`src/rtl/imem_loader_if.sv`:
```
// Byte-stream input and imem write port of the program loader.
// master = host/bench side, slave = loader side.
interface imem_loader_if #(parameter int ADDR_W = 8);
  logic              in_valid;
  logic [7:0]        in_data;
  logic              in_ready;
  logic              imem_we;
  logic [ADDR_W-1:0] imem_addr;
  logic [15:0]       imem_wdata;

  modport master (output in_valid, in_data,
                  input  in_ready, imem_we, imem_addr, imem_wdata);
  modport slave  (input  in_valid, in_data,
                  output in_ready, imem_we, imem_addr, imem_wdata);
endinterface

```
`src/rtl/imem_loader.sv`:
```
// Loads a length-prefixed big-endian 16-bit word stream into imem, then raises cpu_run.
// Optional feature macro: LOADER_CHECKSUM_EN (trailing XOR checksum word).
module imem_loader #(
  parameter int DEPTH  = 256,
  parameter int ADDR_W = 8
) (
  input  logic          clk,
  input  logic          rst_n,
  input  logic          start,
  imem_loader_if.slave  bus,
  output logic          cpu_run,
  output logic          busy,
  output logic          error
);

  typedef enum logic [3:0] {
    S_IDLE, S_HDR_HI, S_HDR_LO, S_DAT_HI, S_DAT_LO,
`ifdef LOADER_CHECKSUM_EN
    S_CHK_HI, S_CHK_LO,
`endif
    S_DONE, S_ERR
  } state_t;

`ifdef LOADER_CHECKSUM_EN
  localparam state_t AFTER_DATA = S_CHK_HI;
`else
  localparam state_t AFTER_DATA = S_DONE;
`endif

  state_t            state_q, state_d;
  logic [15:0]       n_q, n_d;
  logic [15:0]       cnt_q, cnt_d;
  logic [7:0]        hi_q, hi_d;
  logic              we_q, we_d;
  logic [ADDR_W-1:0] addr_q, addr_d;
  logic [15:0]       wdata_q, wdata_d;
  logic              run_q, run_d;
  logic              err_q, err_d;
  logic              rdy;
  logic [15:0]       word, hdr;
`ifdef LOADER_CHECKSUM_EN
  logic [15:0]       chk_q, chk_d;
`endif

  assign word = {hi_q, bus.in_data};
  assign hdr  = {n_q[15:8], bus.in_data};

  always_comb begin
    state_d = state_q;
    n_d     = n_q;
    cnt_d   = cnt_q;
    hi_d    = hi_q;
    we_d    = 1'b0;
    addr_d  = addr_q;
    wdata_d = wdata_q;
    err_d   = err_q;
    rdy     = 1'b0;
`ifdef LOADER_CHECKSUM_EN
    chk_d   = chk_q;
`endif
    case (state_q)
      S_IDLE, S_DONE, S_ERR: begin
        if (start) begin
          state_d = S_HDR_HI;
          err_d   = 1'b0;
        end
      end
      S_HDR_HI: begin
        rdy = 1'b1;
        if (bus.in_valid) begin
          n_d[15:8] = bus.in_data;
          state_d   = S_HDR_LO;
        end
      end
      S_HDR_LO: begin
        rdy = 1'b1;
        if (bus.in_valid) begin
          n_d[7:0] = bus.in_data;
          cnt_d    = 16'd0;
`ifdef LOADER_CHECKSUM_EN
          chk_d    = hdr;
`endif
          if (hdr == 16'd0) state_d = AFTER_DATA;
          else if (hdr > 16'(DEPTH)) begin
            state_d = S_ERR;
            err_d   = 1'b1;
          end else state_d = S_DAT_HI;
        end
      end
      S_DAT_HI: begin
        rdy = 1'b1;
        if (bus.in_valid) begin
          hi_d    = bus.in_data;
          state_d = S_DAT_LO;
        end
      end
      S_DAT_LO: begin
        rdy = 1'b1;
        if (bus.in_valid) begin
          we_d    = 1'b1;
          addr_d  = cnt_q[ADDR_W-1:0];
          wdata_d = word;
          cnt_d   = cnt_q + 16'd1;
`ifdef LOADER_CHECKSUM_EN
          chk_d   = chk_q ^ word;
`endif
          state_d = (cnt_q + 16'd1 == n_q) ? AFTER_DATA : S_DAT_HI;
        end
      end
`ifdef LOADER_CHECKSUM_EN
      S_CHK_HI: begin
        rdy = 1'b1;
        if (bus.in_valid) begin
          hi_d    = bus.in_data;
          state_d = S_CHK_LO;
        end
      end
      S_CHK_LO: begin
        rdy = 1'b1;
        if (bus.in_valid) begin
          if (word == chk_q) state_d = S_DONE;
          else begin
            state_d = S_ERR;
            err_d   = 1'b1;
          end
        end
      end
`endif
      default: state_d = S_IDLE;
    endcase
    // One cycle behind DONE entry so the last imem write precedes the CPU release
    run_d = (state_q == S_DONE) && !start;
  end

  always_ff @(posedge clk or negedge rst_n) begin
    if (!rst_n) begin
      state_q <= S_IDLE;
      n_q     <= '0;
      cnt_q   <= '0;
      hi_q    <= '0;
      we_q    <= 1'b0;
      addr_q  <= '0;
      wdata_q <= '0;
      run_q   <= 1'b0;
      err_q   <= 1'b0;
`ifdef LOADER_CHECKSUM_EN
      chk_q   <= '0;
`endif
    end else begin
      state_q <= state_d;
      n_q     <= n_d;
      cnt_q   <= cnt_d;
      hi_q    <= hi_d;
      we_q    <= we_d;
      addr_q  <= addr_d;
      wdata_q <= wdata_d;
      run_q   <= run_d;
      err_q   <= err_d;
`ifdef LOADER_CHECKSUM_EN
      chk_q   <= chk_d;
`endif
    end
  end

  assign bus.in_ready   = rdy;
  assign bus.imem_we    = we_q;
  assign bus.imem_addr  = addr_q;
  assign bus.imem_wdata = wdata_q;
  assign cpu_run        = run_q;
  assign error          = err_q;
  assign busy           = !(state_q inside {S_IDLE, S_DONE, S_ERR});

endmodule

```
`src/flat_wrapper.sv`:
```
// flat-port wrapper written by rule: the top's interface ports become plain ports
module imem_loader_flat 
#(
  parameter int DEPTH  = 256,
  parameter int ADDR_W = 8
)
  (clk, rst_n, start, cpu_run, busy, error, bus_in_valid, bus_in_data, bus_in_ready, bus_imem_we, bus_imem_addr, bus_imem_wdata);
  imem_loader_if #(.ADDR_W(ADDR_W)) bus_i ();
  input  logic clk;
  input  logic rst_n;
  input  logic start;
  output logic cpu_run;
  output logic busy;
  output logic error;
  input wire logic [$bits(bus_i.in_valid)-1:0] bus_in_valid;
  input wire logic [$bits(bus_i.in_data)-1:0] bus_in_data;
  output wire logic [$bits(bus_i.in_ready)-1:0] bus_in_ready;
  output wire logic [$bits(bus_i.imem_we)-1:0] bus_imem_we;
  output wire logic [$bits(bus_i.imem_addr)-1:0] bus_imem_addr;
  output wire logic [$bits(bus_i.imem_wdata)-1:0] bus_imem_wdata;
  assign bus_i.in_valid = bus_in_valid;
  assign bus_i.in_data = bus_in_data;
  assign bus_in_ready = bus_i.in_ready;
  assign bus_imem_we = bus_i.imem_we;
  assign bus_imem_addr = bus_i.imem_addr;
  assign bus_imem_wdata = bus_i.imem_wdata;
  imem_loader #(.DEPTH(DEPTH), .ADDR_W(ADDR_W)) u_core (.clk(clk), .rst_n(rst_n), .start(start), .bus(bus_i), .cpu_run(cpu_run), .busy(busy), .error(error));
endmodule
```
`config.mk`:
```
export PLATFORM = sky130hd
export DESIGN_NAME = imem_loader_flat
export DESIGN_NICKNAME = d
export VERILOG_FILES = /design/src/rtl/imem_loader_if.sv /design/src/rtl/imem_loader.sv /design/src/flat_wrapper.sv
export SDC_FILE = /design/constraint.sdc
export NUM_CORES = 1
export LEC_CHECK = 0
export ABC_AREA = 1
export BUFFER_PORTS_ARGS = -buffer_cell sky130_fd_sc_hd__buf_2
export CORE_UTILIZATION = 62
export CTS_CLUSTER_DIAMETER = 50
export DETAILED_ROUTE_END_ITERATION = 16
export PLACE_DENSITY = 0.83
export SLEW_MARGIN = 20
export SYNTH_ARGS = -nofsm -noshare
export SYNTH_HDL_FRONTEND = slang
export SYNTH_SLANG_ARGS = --single-unit
```
`constraint.sdc`:
```
create_clock -name clk -period 3.4 [get_ports clk]
set_input_delay 0.17 -clock clk [delete_from_list [all_inputs] [get_ports clk]]
set_output_delay 0.17 -clock clk [all_outputs]
set_load 0.01 [all_outputs]
```
# Word-level counts from Yosys, hierarchy flattened
# Cells that the tools add are included.
# W data, S select, Z words.
[totals]
register_bits = 71
output_inout_bits = 29
wordCells = 63
[classes]
order_cmp = 1
n_eq_ne = 14
n_reduce_logical = 17
n_mux = 20
add_sub_neg = 1
[ops]
columns = ["op", "n"]
rows = [
  ["$mux W16", 2],
  ["$pmux W16 S2", 1],
  ["$mux W4", 6],
  ["$pmux W4 S5", 1],
  ["$add A16 B1 Y16 const B", 1],
  ["$eq A16 B16 Y1", 1],
  ["$gt A16 B9 Y1 const B", 1],
  ["$logic_not A16 Y1", 1],
  ["$eq A4 B3 Y1 const B", 3],
  ["$ne A2 B2 Y1 const B", 6],
  ["$reduce_and A5 Y1", 2],
  ["$eq A4 B2 Y1 const B", 2],
  ["$reduce_and A2 Y1", 4],
  ["$mux W1", 7],
  ["$mux W3", 2],
  ["$eq A4 B1 Y1 const B", 1],
  ["$logic_not A4 Y1", 1],
  ["$reduce_bool A2 Y1", 2],
  ["$reduce_or A4 Y1", 1],
  ["$reduce_and A3 Y1", 1],
  ["$reduce_bool A3 Y1", 1],
  ["$reduce_or A3 Y1", 1],
  ["$logic_not A1 Y1", 2],
  ["$ne A2 B1 Y1 const B", 1],
  ["other kinds (2)", 2],
]

# Longest topological paths before layout
# Gate-level depths: netlist (run 1).
[logic_depth]
word_depth = 5
depth_mapped = 15
depth_no_buf = 15

# Least setup slack after synthesis (run 1)
# OpenSTA, ideal clock, no wires.
[synth_timing]
path_type = "reg2reg"
startpoint = "register u_core.cnt_q[0]"
endpoint = "register u_core.state_q[1]"
synth_period_minus_slack_ns = 1.674
path_stages_with_launch = 15
path_buffers = 0
arrival_ns = 1.557
slack_ns = 1.726
cell_sequence = "dfrtp_1 > ha_1 > nand2_2 > nor2_4 > nand3_1 > nand3_1 > nand2_1 > inv_1 > nand3_1 > nor2_2 > nand3_1 > nand2_1 > nand2_1 > nand2_1 > nand2_1"
[synth_between]
elab_chain_len = 5
[synth_rtl]
columns = ["element", "line_no", "rtl"]
rows = [
  ["from (decl)", "imem_loader.sv:32", "logic [15:0] cnt_q, cnt_d;"],
  ["from (signal assigned)", "imem_loader.sv:152", "cnt_q <= cnt_d;"],
  ["$add A16 B1 Y16", "imem_loader.sv:107", "state_d = (cnt_q + 16'd1 == n_q) ? AFTER_DATA : S_DAT_HI;"],
  ["$eq A16 B16 Y1", "imem_loader.sv:107", ""],
  ["$mux W3", "imem_loader.sv:107", ""],
  ["$mux W4", "imem_loader.sv:99", "if (bus.in_valid) begin"],
  ["$pmux W4 S5", "imem_loader.sv:61", "case (state_q)"],
  ["to (signal assigned)", "imem_loader.sv:150", "state_q <= state_d;"],
  ["to (decl)", "imem_loader.sv:30", "state_t state_q, state_d;"],
]
# No other way between the ends. The select of a mux whose other input is x is not followed.
# A chain may end at the register's enable or synchronous reset.

# Worst setup path in the final report (run 1)
[layout_timing]
startpoint = "register u_core.state_q[1]"
endpoint = "register u_core.cnt_q[2]"
[layout_between]
elab_chain_len = 3
word_cells_on_any_way = 7
classes_between = "eq/ne (4); mux (1); reduce/logical (2)"
[layout_rtl]
columns = ["element", "line_no"]
rows = [
  ["$eq A4 B3 Y1 or $eq A4 B2 Y1 (tied branches)", "imem_loader.sv:61"],
  ["$ne A2 B2 Y1 (no line) or $reduce_bool A2 Y1 (tied branches)", "-"],
  ["$reduce_and A3 Y1 (no line)", "-"],
]
# Parallel ways exist; a longest one is shown, timed or not.

==> qor.yml, run 1 <==
yosys:
  avgSynthCellArea_um2: 7.79
  ys.flop_type: "dfrtp_1"
  syn_area_mm2: 0.00343
  async_reset_ff_share_pct: 100
  synth_seq_cells: 70
  yosysSeqAreaShare_pct: 51.1
  synthDistinctLibCells: 26
  synth_cells: 440
  synth_edf_count: 0
  syn_nets: 453
  ys_warn_count: 0
worst_setup_path:
  cpMostUsedCell: "nand2_1"
  worst-path-buf-inv: 2
  start_kind: "register"
  worstPathArrival_ns: 2.42
  critPathKind: "reg2reg"
  critPathCaptureType: "register"
  slowest_stage: "nand2_1"
  cp_slowest_stage_delay_ns: 0.59
  path_max_fanout: 17
  cp_top_family: "simple AND/OR/NAND/NOR gates"
  cp.required_ns: 3.67
  cp_cell_sequence: "inv_2, nor2_1, inv_1, nor2_2, nand2_1, nand2_1, nand4_1, o21ai_0"
timing:
  fin_tns_setup_ns: 0
  drv_slew: 0
  worst_pin_slew_ns: 0.644
  timing.final.crit_share_pct: 63.4
  final-hold-violation-count: 0
  setup-violations-final: 0
  slew_headroom_pct: 57.1
  period_minus_slack_ns: 2.16
  hold_slack_ns: 0.141
  finalClockSkew_ns: 0.00594
  rsz0062_at_grt: "false"
  fmax_mhz: 464
route:
  wire_per_inst_um: 14.3
  drt_iter0_markers: 299
  drt_pass1_iterations: 5
  ant_nets: 0
  viasPerCell: 5.55
  via_count: 3114
  drt_wl_total_um: 8030
  drc: 0
clocking:
  hold_buffers: 2
  insertion_delay_ns: 0.35
  cts_tree: "yes"
  cts_setup_buffers: 0
  cts-resized-gates: 0
  cts-htree-levels: 3
  cts_buffers: 9
  cts_max_path_buffers: 2
  cts_root_buffer: "clkbuf_8"
  clk_pin_slew_worst_paths_ns: 0.08
  cts.sinks: 70
cells_and_area:
  antenna_cells: 0
  layout-drive-gt1-share_pct: 15.7
  nNetsFinal: 499
  area_delta_synth_final_pct: 14.3
  fin_cells: 561
  final_cell_area_mm2: 0.00392
power:
  finalPower_mw: 3.46
  p_per_area_mw_per_mm2: 884
  p_leak_nw: 1.99
  peakVddDrop_uv: 537
placed_design:
  portBuffers: 40
  place_inst: 543
  dpl_cell_area_mm2: 0.00369
  globalplace.congestion: 0.850
  dp_hpwl_um: 5590
grt:
  antenna_found_initial: 0
  gr-total-overflow: 0
  gr-usage-all-layers_pct: 31.0
  grt_pass1_wl_um: 14200
  grt_max_degree: 45
  grt_pass1_vias: 3148
floorplanning:
  die_w_um: 76.4
  core_area_mm2: 0.00520
  ios: 41
  start_util_pct: 65.9
  rows: 26
  dieArea_mm2: 0.00583
  die_h_um: 76.4
job:
  maxCapViolCount: 0
worst_hold_path:
  hold_path.class: "in2reg"
run_status:
  status: "finished, final reports clean"
worst paths after layout:
| path | to | slack (ns) | start | depth (start not counted) |
|---|---|---|---|---|
| setup / recovery | u_core.cnt_q[2] | 1.24 | u_core.state_q[1] | 8 |
| hold / removal | u_core.error | 0.14 | bus_in_valid | 3 |
| setup reg to reg | u_core.cnt_q[2] | 1.24 | u_core.state_q[1] | 8 |
| hold reg to reg | u_core.bus.imem_wdata[8] | 0.48 | u_core.hi_q[0] | 2 |
| max in group asynchronous | u_core.bus.imem_wdata[7] | 2.05 | rst_n | 3 |
| min in group asynchronous | u_core.cnt_q[5] | 0.37 | rst_n | 2 |
cell families after synthesis:
kind of cell | count (synthesis) | synth area share [%]
XOR/XNOR | 1 | 0.255
buffers and inverters | 61 | 6.90
AND/OR/NAND/NOR | 240 | 31.1
flip-flops | 70 | 51.1
AO/OA/AOI/OAI | 67 | 10.3
adder cells (fa/ha/maj) | 1 | 0.365
where the power goes:
| group | leakage [nW] | internal, mW | total, mW | switching, mW |
|---|---|---|---|---|
| Sequential | 0.909 | 1.19 | 1.49 | 0.296 |
| Combinational | 0.979 | 0.484 | 1.28 | 0.798 |
| Clock | 0.0993 | 0.362 | 0.696 | 0.334 |
layout make-up:
| cell class | instances | area [um2] |
|---|---|---|
| Inverter | 51 | 191 |
| Tap cell | 70 | 87.6 |
| Fill cell | 419 | 1280 |
| Timing Repair Buffer | 45 | 243 |
| Clock inverter | 6 | 67.6 |
| Clock buffer | 10 | 138 |
| Sequential cell | 70 | 1750 |
| Multi-Input combinational cell | 309 | 1440 |
layout by cell type (no fill, tap or decap):
cell type,n
inv_1,49
xor2_1,1
inv_2,2
o21ai_0,48
clkinv_2,1
nand3_1,31
a21oi_1,3
bufinv_16,1
ha_1,1
inv_6,2
buf_4,3
nor3_1,5
nand2_1,153
dlygate4sd3_1,2
o21a_1,1
nor3_4,1
nor4_1,1
nor2_4,4
o21ai_1,4
nand3b_1,5
dfrtp_1,70
clkinvlp_4,2
buf_2,40
or2_2,2
clkbuf_8,10
nor2_1,17
o31ai_1,1
nor2_2,5
nand2_2,4
o22ai_1,10
nand4_1,12
routing by layer:
metal  track usage, %  part of all wire [%]  routed length, um
met1             40.8                    44               3570
met2             51.5                    47               3810
met3             4.79                   6.1                486
met4             12.5                   2.0                163
met5                0                     0                  0
sequential cells by signal, summed over array words and instances (netlist names):
register               cells
u_core.cpu_run             1
u_core.error               1
u_core.hi_q                8
u_core.cnt_q              16
u_core.state_q             3
u_core.bus.imem_addr       8
u_core.n_q                16
u_core.bus.imem_we         1
u_core.bus.imem_wdata     16
synthesized netlist by cell type, types with 2 or more instances:
master	instances	area, um2
a21oi_1	3	15.0
buf_2	3	15.0
clkbuf_1	6	22.5
dfrtp_1	70	1750
inv_1	49	184
inv_2	2	7.51
nand2_1	153	574
nand2_2	4	25.0
nand3_1	31	155
nand3b_1	5	37.5
nand4_1	12	75.1
nor2_1	17	63.8
nor2_2	5	31.3
nor2_4	4	45.0
nor3_1	5	25.0
o21ai_0	48	240
o21ai_1	4	20.0
o22ai_1	10	62.6
or2_2	2	12.5
worst reg2reg max path: cells and delay by family (launching register included):
family,cells,cell delay (ns)
AND/OR/NAND/NOR,5,1.35
buffers and inverters,2,0.16
flip-flops,1,0.45
AO/OA/AOI/OAI,1,0.11
metrics by stage:
step                util, %  setup WS [ns]
floorplan                 -           1.73
global placement       71.0           1.43
detailed placement     71.0           1.31
CTS                    75.3           1.26
global route           75.3           1.02
finish                 75.3           1.24
(Power assumes the default switching activity.)
==> inputs of run 2 (changes only) <==
--- a/config.mk
+++ b/config.mk
@@ -5,12 +5,12 @@
 export SDC_FILE = /design/constraint.sdc
 export NUM_CORES = 1
 export LEC_CHECK = 0
-export ABC_AREA = 1
+export ABC_AREA = 0
 export BUFFER_PORTS_ARGS = -buffer_cell sky130_fd_sc_hd__buf_2
-export CORE_UTILIZATION = 62
+export CORE_UTILIZATION = 52
 export CTS_CLUSTER_DIAMETER = 50
 export DETAILED_ROUTE_END_ITERATION = 16
-export PLACE_DENSITY = 0.83
+export PLACE_DENSITY = 0.74
 export SLEW_MARGIN = 20
 export SYNTH_ARGS = -nofsm -noshare
 export SYNTH_HDL_FRONTEND = slang
==> constraint.sdc (replaced) <==
create_clock -name clk -period 1.7 [get_ports clk]
set_input_delay 0.085 -clock clk [delete_from_list [all_inputs] [get_ports clk]]
set_output_delay 0.085 -clock clk [all_outputs]
set_load 0.01 [all_outputs]
==> qor.yml, run 2 <==
yosys:
  syn_area_mm2: 0.00353
  async_reset_ff_share_pct: 100
  synth_area_leaders: "dfrtp_1, nand2_1, mux2_2"
  synth_cells: 374
  synth_edf_count: 0
  synth_top_area_cell: "dfrtp_1"
  syn_nets: 387
  avgSynthCellArea_um2: 9.44
  yosysSeqAreaShare_pct: 49.6
  synthDistinctLibCells: 42
  ys_warn_count: 0
  ys.flop_type: "dfrtp_1"
  synth_seq_cells: 70
  synth_top_area_share_pct: 49.6
  post-synth-top-count-cell: "nand2_1"
  yosys-top-cells-count: "nand2_1, dfrtp_1, o21ai_0"
worst_setup_path:
  rr_worst_depth: 7
  start_kind: "register"
  worstPathArrival_ns: 2.24
  cp.required_ns: 1.95
  r2r_slack_ns: -0.29
  regToRegEndpoint: "u_core.state_q[1]"
  critPathCaptureType: "register"
  critPathKind: "reg2reg"
  crit-reg2reg-launch: "u_core.cnt_q[0]"
  path_max_fanout: 2
worst_hold_path:
  min_to: "u_core.bus.imem_wdata[4]"
  min_from: "bus_in_data[4]"
  hold_depth: 3
  hold_path.class: "in2reg"
timing:
  worst_slack_ns: -0.288
  finalClockSkew_ns: 0.00803
  slew_headroom_pct: 68.8
  period_minus_slack_ns: 1.99
  worst_pin_slew_ns: 0.468
  fmax_mhz: 503
  final-hold-violation-count: 0
  rsz0062_at_grt: "true"
  timing.final.crit_share_pct: 117
  hold_slack_ns: 0.00359
  setup-violations-final: 3
  drv_slew: 0
grt:
  gr-total-overflow: 0
  antenna_found_initial: 0
  gr-usage-all-layers_pct: 27.0
  grt_max_degree: 42
  grt_pass1_wl_um: 14800
  grt_pass1_vias: 3057
cells_and_area:
  register_area_mm2: 0.00176
  layout-drive-gt1-share_pct: 34.4
  antenna_cells: 0
  area_delta_synth_final_pct: 28.0
  multi_input_area_mm2: 0.00173
  nFillCells: 488
  final_cell_mix: "nand2_1, dfrtp_1, buf_4"
  nNetsFinal: 476
  final_common_cell: "nand2_1"
power:
  p_per_area_mw_per_mm2: 1460
  peakVddDrop_uv: 1370
  p_leak_nw: 2.15
  finalPower_mw: 6.59
clocking:
  insertion_delay_ns: 0.35
  cts_tree: "yes"
  cts_root_buffer: "clkbuf_8"
  cts-htree-levels: 3
  cts.sinks: 70
  clk_pin_slew_worst_paths_ns: 0.08
  cts_max_path_buffers: 2
  cts_buffers: 9
route:
  via_count: 3103
  wire_per_inst_um: 16.4
  drt_wl_total_um: 8940
  viasPerCell: 5.69
  ant_nets: 0
  drt_iter0_markers: 243
  drt_pass1_iterations: 5
  drc: 0
floorplanning:
  rows: 29
  die_h_um: 84.4
  dieArea_mm2: 0.00712
  ios: 41
  start_util_pct: 54.7
  core_area_mm2: 0.00646
  die_w_um: 84.4
job:
  maxCapViolCount: 0
placed_design:
  globalplace.congestion: 0.906
  dp_hpwl_um: 6050
  portBuffers: 40
run_status:
  failed_checks: "setup timing"
  status: "finished with violations"
==> run 2: final cells by class <==
type	count	area share, %
Inverter	5	0.415
Timing Repair Buffer	102	15.8
Clock inverter	5	1.30
Multi-Input combinational cell	275	38.4
Clock buffer	11	3.13
Tap cell	77	2.13
Sequential cell	70	38.9
==> run 2: critical path, stage by stage (launching register included) <==
cell       delay [ns]
dfrtp_2          0.43
ha_4             0.28
xnor2_2          0.10
o211ai_1         0.11
or4_4            0.44
a2111oi_4        0.19
nand4_1          0.16
a21bo_1          0.19
==> run 2: metrics by stage <==
step	cells	instance area [um2]	setup WS (ns)	utilization [%]	setup TNS (ns)
finish	545	4520	-0.288	70.0	-0.560
floorplan	374	3560	-0.245	-	-0.443
CTS	542	4420	-0.306	68.4	-0.597
global route	545	4520	-0.366	70.0	-1.08
detailed placement	522	4160	-0.309	64.3	-1.86
global placement	522	4160	-0.279	64.3	-1.18
==> run 2: cells by family (layout without fill, tap and decap cells) <==
family,Yosys count,count (layout),share of synthesized area [%]
buffers and inverters,29,123,4.04
DFF,70,70,49.6
muxes,24,24,7.65
adders and majority gates,1,1,0.354
xor gates and xnor gates,23,23,5.71
AOI/OAI and AO/OA,67,67,11.9
and+or+nand+nor,160,160,20.8
==> run 2: power breakdown <==
part           switching (mW)  leakage [nW]  internal [mW]  total, mW
Sequential              0.442         0.895           2.24       2.68
Clock                   0.662        0.0955          0.718       1.38
Combinational            1.25          1.16           1.28       2.54
==> run 2: repair_timing <==
action	in CTS	in global routing
gates resized for setup	6	25
pin swaps	5	9
setup endpoints to repair	17	23
hold endpoints to repair	20	0
setup buffers	1	3
hold buffers	3	0
==> run 2: layer usage <==
layer  vias to the layer above  share of wire [%]  GRT usage (%)
li1                       1477                  -              -
met1                      1533                 43           35.4
met2                        76                 50           44.3
met3                        17                4.4           6.78
met4                         0                1.9           8.63
met5                         -                  0              0
==> run 2: how the worst max path moves through the flow <==
stage | startpoint | endpoint | slack (ns) | cells after the start
floorplan | u_core.cnt_q[0] | u_core.state_q[1] | -0.25 | 7
global placement | u_core.cnt_q[0] | u_core.state_q[1] | -0.28 | 7
detailed placement | u_core.cnt_q[0] | u_core.state_q[1] | -0.31 | 7
CTS | u_core.cnt_q[0] | u_core.state_q[1] | -0.31 | 7
global route | u_core.cnt_q[1] | u_core.state_q[1] | -0.37 | 7
finish | u_core.cnt_q[0] | u_core.state_q[1] | -0.29 | 7
==> inputs of run 3 (changes only) <==
--- a/config.mk
+++ b/config.mk
@@ -10,6 +10,7 @@
 export CORE_UTILIZATION = 52
 export CTS_CLUSTER_DIAMETER = 50
 export DETAILED_ROUTE_END_ITERATION = 16
+export GPL_TIMING_DRIVEN = 0
 export PLACE_DENSITY = 0.74
 export SLEW_MARGIN = 20
 export SYNTH_ARGS = -nofsm -noshare
==> qor.yml, run 3 (synthesis gave the netlist of run 2 again) <==
cells_and_area:
  nNetsFinal: 453
  layout-drive-gt1-share_pct: 29.7
  final_cell_area_mm2: 0.00436
  final_common_cell: "nand2_1"
  final_cell_mix: "nand2_1, dfrtp_1, buf_2"
  final_util_pct: 67.4
  antenna_cells: 0
  area_delta_synth_final_pct: 23.4
timing:
  fin_tns_setup_ns: -0.713
  final-hold-violation-count: 0
  fmax_mhz: 482
  rsz0062_at_grt: "true"
  finalClockSkew_ns: 0.0101
  setup-violations-final: 2
  timing.final.crit_share_pct: 122
  drv_slew: 0
  worst_slack_ns: -0.375
  period_minus_slack_ns: 2.08
  slew_headroom_pct: 60.5
  worst_pin_slew_ns: 0.592
route:
  drt_iter0_markers: 173
  drt_wl_total_um: 8630
  viasPerCell: 5.83
  drt_pass1_iterations: 5
  via_count: 3037
  wire_per_inst_um: 16.6
  drc: 0
  ant_nets: 0
job:
  maxCapViolCount: 0
floorplanning:
  ios: 41
  rows: 29
  core_area_mm2: 0.00646
  die_h_um: 84.4
  start_util_pct: 54.7
  dieArea_mm2: 0.00712
  die_w_um: 84.4
clocking:
  cts_buffers: 9
  cts.sinks: 70
  cts-htree-levels: 3
  cts_max_path_buffers: 2
  cts_tree: "yes"
  clk_pin_slew_worst_paths_ns: 0.08
  insertion_delay_ns: 0.35
  cts_root_buffer: "clkbuf_8"
grt:
  grt_pass1_vias: 2868
  grt_pass1_wl_um: 14200
  grt_max_degree: 55
  gr-usage-all-layers_pct: 26.0
  gr-total-overflow: 0
  antenna_found_initial: 0
placed_design:
  dpl_cell_area_mm2: 0.00388
  globalplace.congestion: 0.869
  dp_slack_ns: -0.814
  dp_hpwl_um: 5890
  portBuffers: 40
run_status:
  failed_checks: "setup timing"
  status: "finished with violations"
worst_setup_path:
  worstPathArrival_ns: 2.32
  start_kind: "register"
  critPathCaptureType: "register"
  cp.required_ns: 1.94
  path_max_fanout: 5
  critPathKind: "reg2reg"
power:
  p_leak_nw: 2.02
  finalPower_mw: 6.48
  peakVddDrop_uv: 979
  p_per_area_mw_per_mm2: 1490
worst_hold_path:
  hold_path.class: "in2reg"
[run 3: stage by stage]
step / instances / hold slack [ns]
6_report: 521 / 0.0132
3_5_place_dp: 492 / -0.0252
2_1_floorplan: 374 / -0.211
3_3_place_gp: 491 / 0.353
4_1_cts: 519 / 0.000529
5_1_grt: 521 / 0.0128
[run 3: cell type report]
class / count / area, um2
Sequential cell: 70 / 1760
Inverter: 5 / 23.8
Clock inverter: 5 / 85.1
Tap cell: 77 / 96.3
Clock buffer: 10 / 128
Buffer: 22 / 159
Multi-Input combinational cell: 275 / 1750
Timing Repair Buffer: 57 / 358
Fill cell: 515 / 2100
[run 3: worst max-delay path, cell delays in order (launching register included)]
cell	delay, ns
dfrtp_2	0.41
ha_4	0.17
nand3_4	0.12
xnor2_1	0.15
or4_4	0.52
a2111oi_4	0.20
nand4_1	0.19
a21bo_1	0.20
[run 3: report_power, final]
part | internal, mW | total [mW] | switching (mW)
registers | 2.23 | 2.68 | 0.451
logic | 1.13 | 2.32 | 1.19
clock network | 0.824 | 1.48 | 0.655
[run 3: what timing repair did]
item                                   4_1_cts  5_1_grt
hold buffers                                 3        0
resized for setup                           31       20
cloned                                       0        0
setup endpoints to repair                   63       29
endpoints found under the hold margin       72        0
setup buffers                               10        3
pin swaps                                    6        5
[run 3: path summary, 6_finish.rpt]
check | from | to | slack (ns) | depth (start not counted)
max in group asynchronous | rst_n | u_core.cnt_q[1] | 1.01 | 3
setup reg to reg | u_core.cnt_q[0] | u_core.state_q[1] | -0.38 | 7
hold / removal | bus_in_data[1] | u_core.bus.imem_wdata[1] | 0.01 | 3
min in group asynchronous | rst_n | u_core.cnt_q[4] | 0.15 | 2
setup / recovery | u_core.cnt_q[0] | u_core.state_q[1] | -0.38 | 7
hold reg to reg | u_core.bus.imem_addr[0] | u_core.bus.imem_addr[0] | 0.47 | 2
[run 3: layer usage]
metal,share of wire [%],vias to the layer above,track usage [%]
met1,45,1486,34.3
met3,4.9,12,5.60
met2,49,98,42.5
li1,-,1441,-
met5,0,-,0
met4,1.5,0,9.55
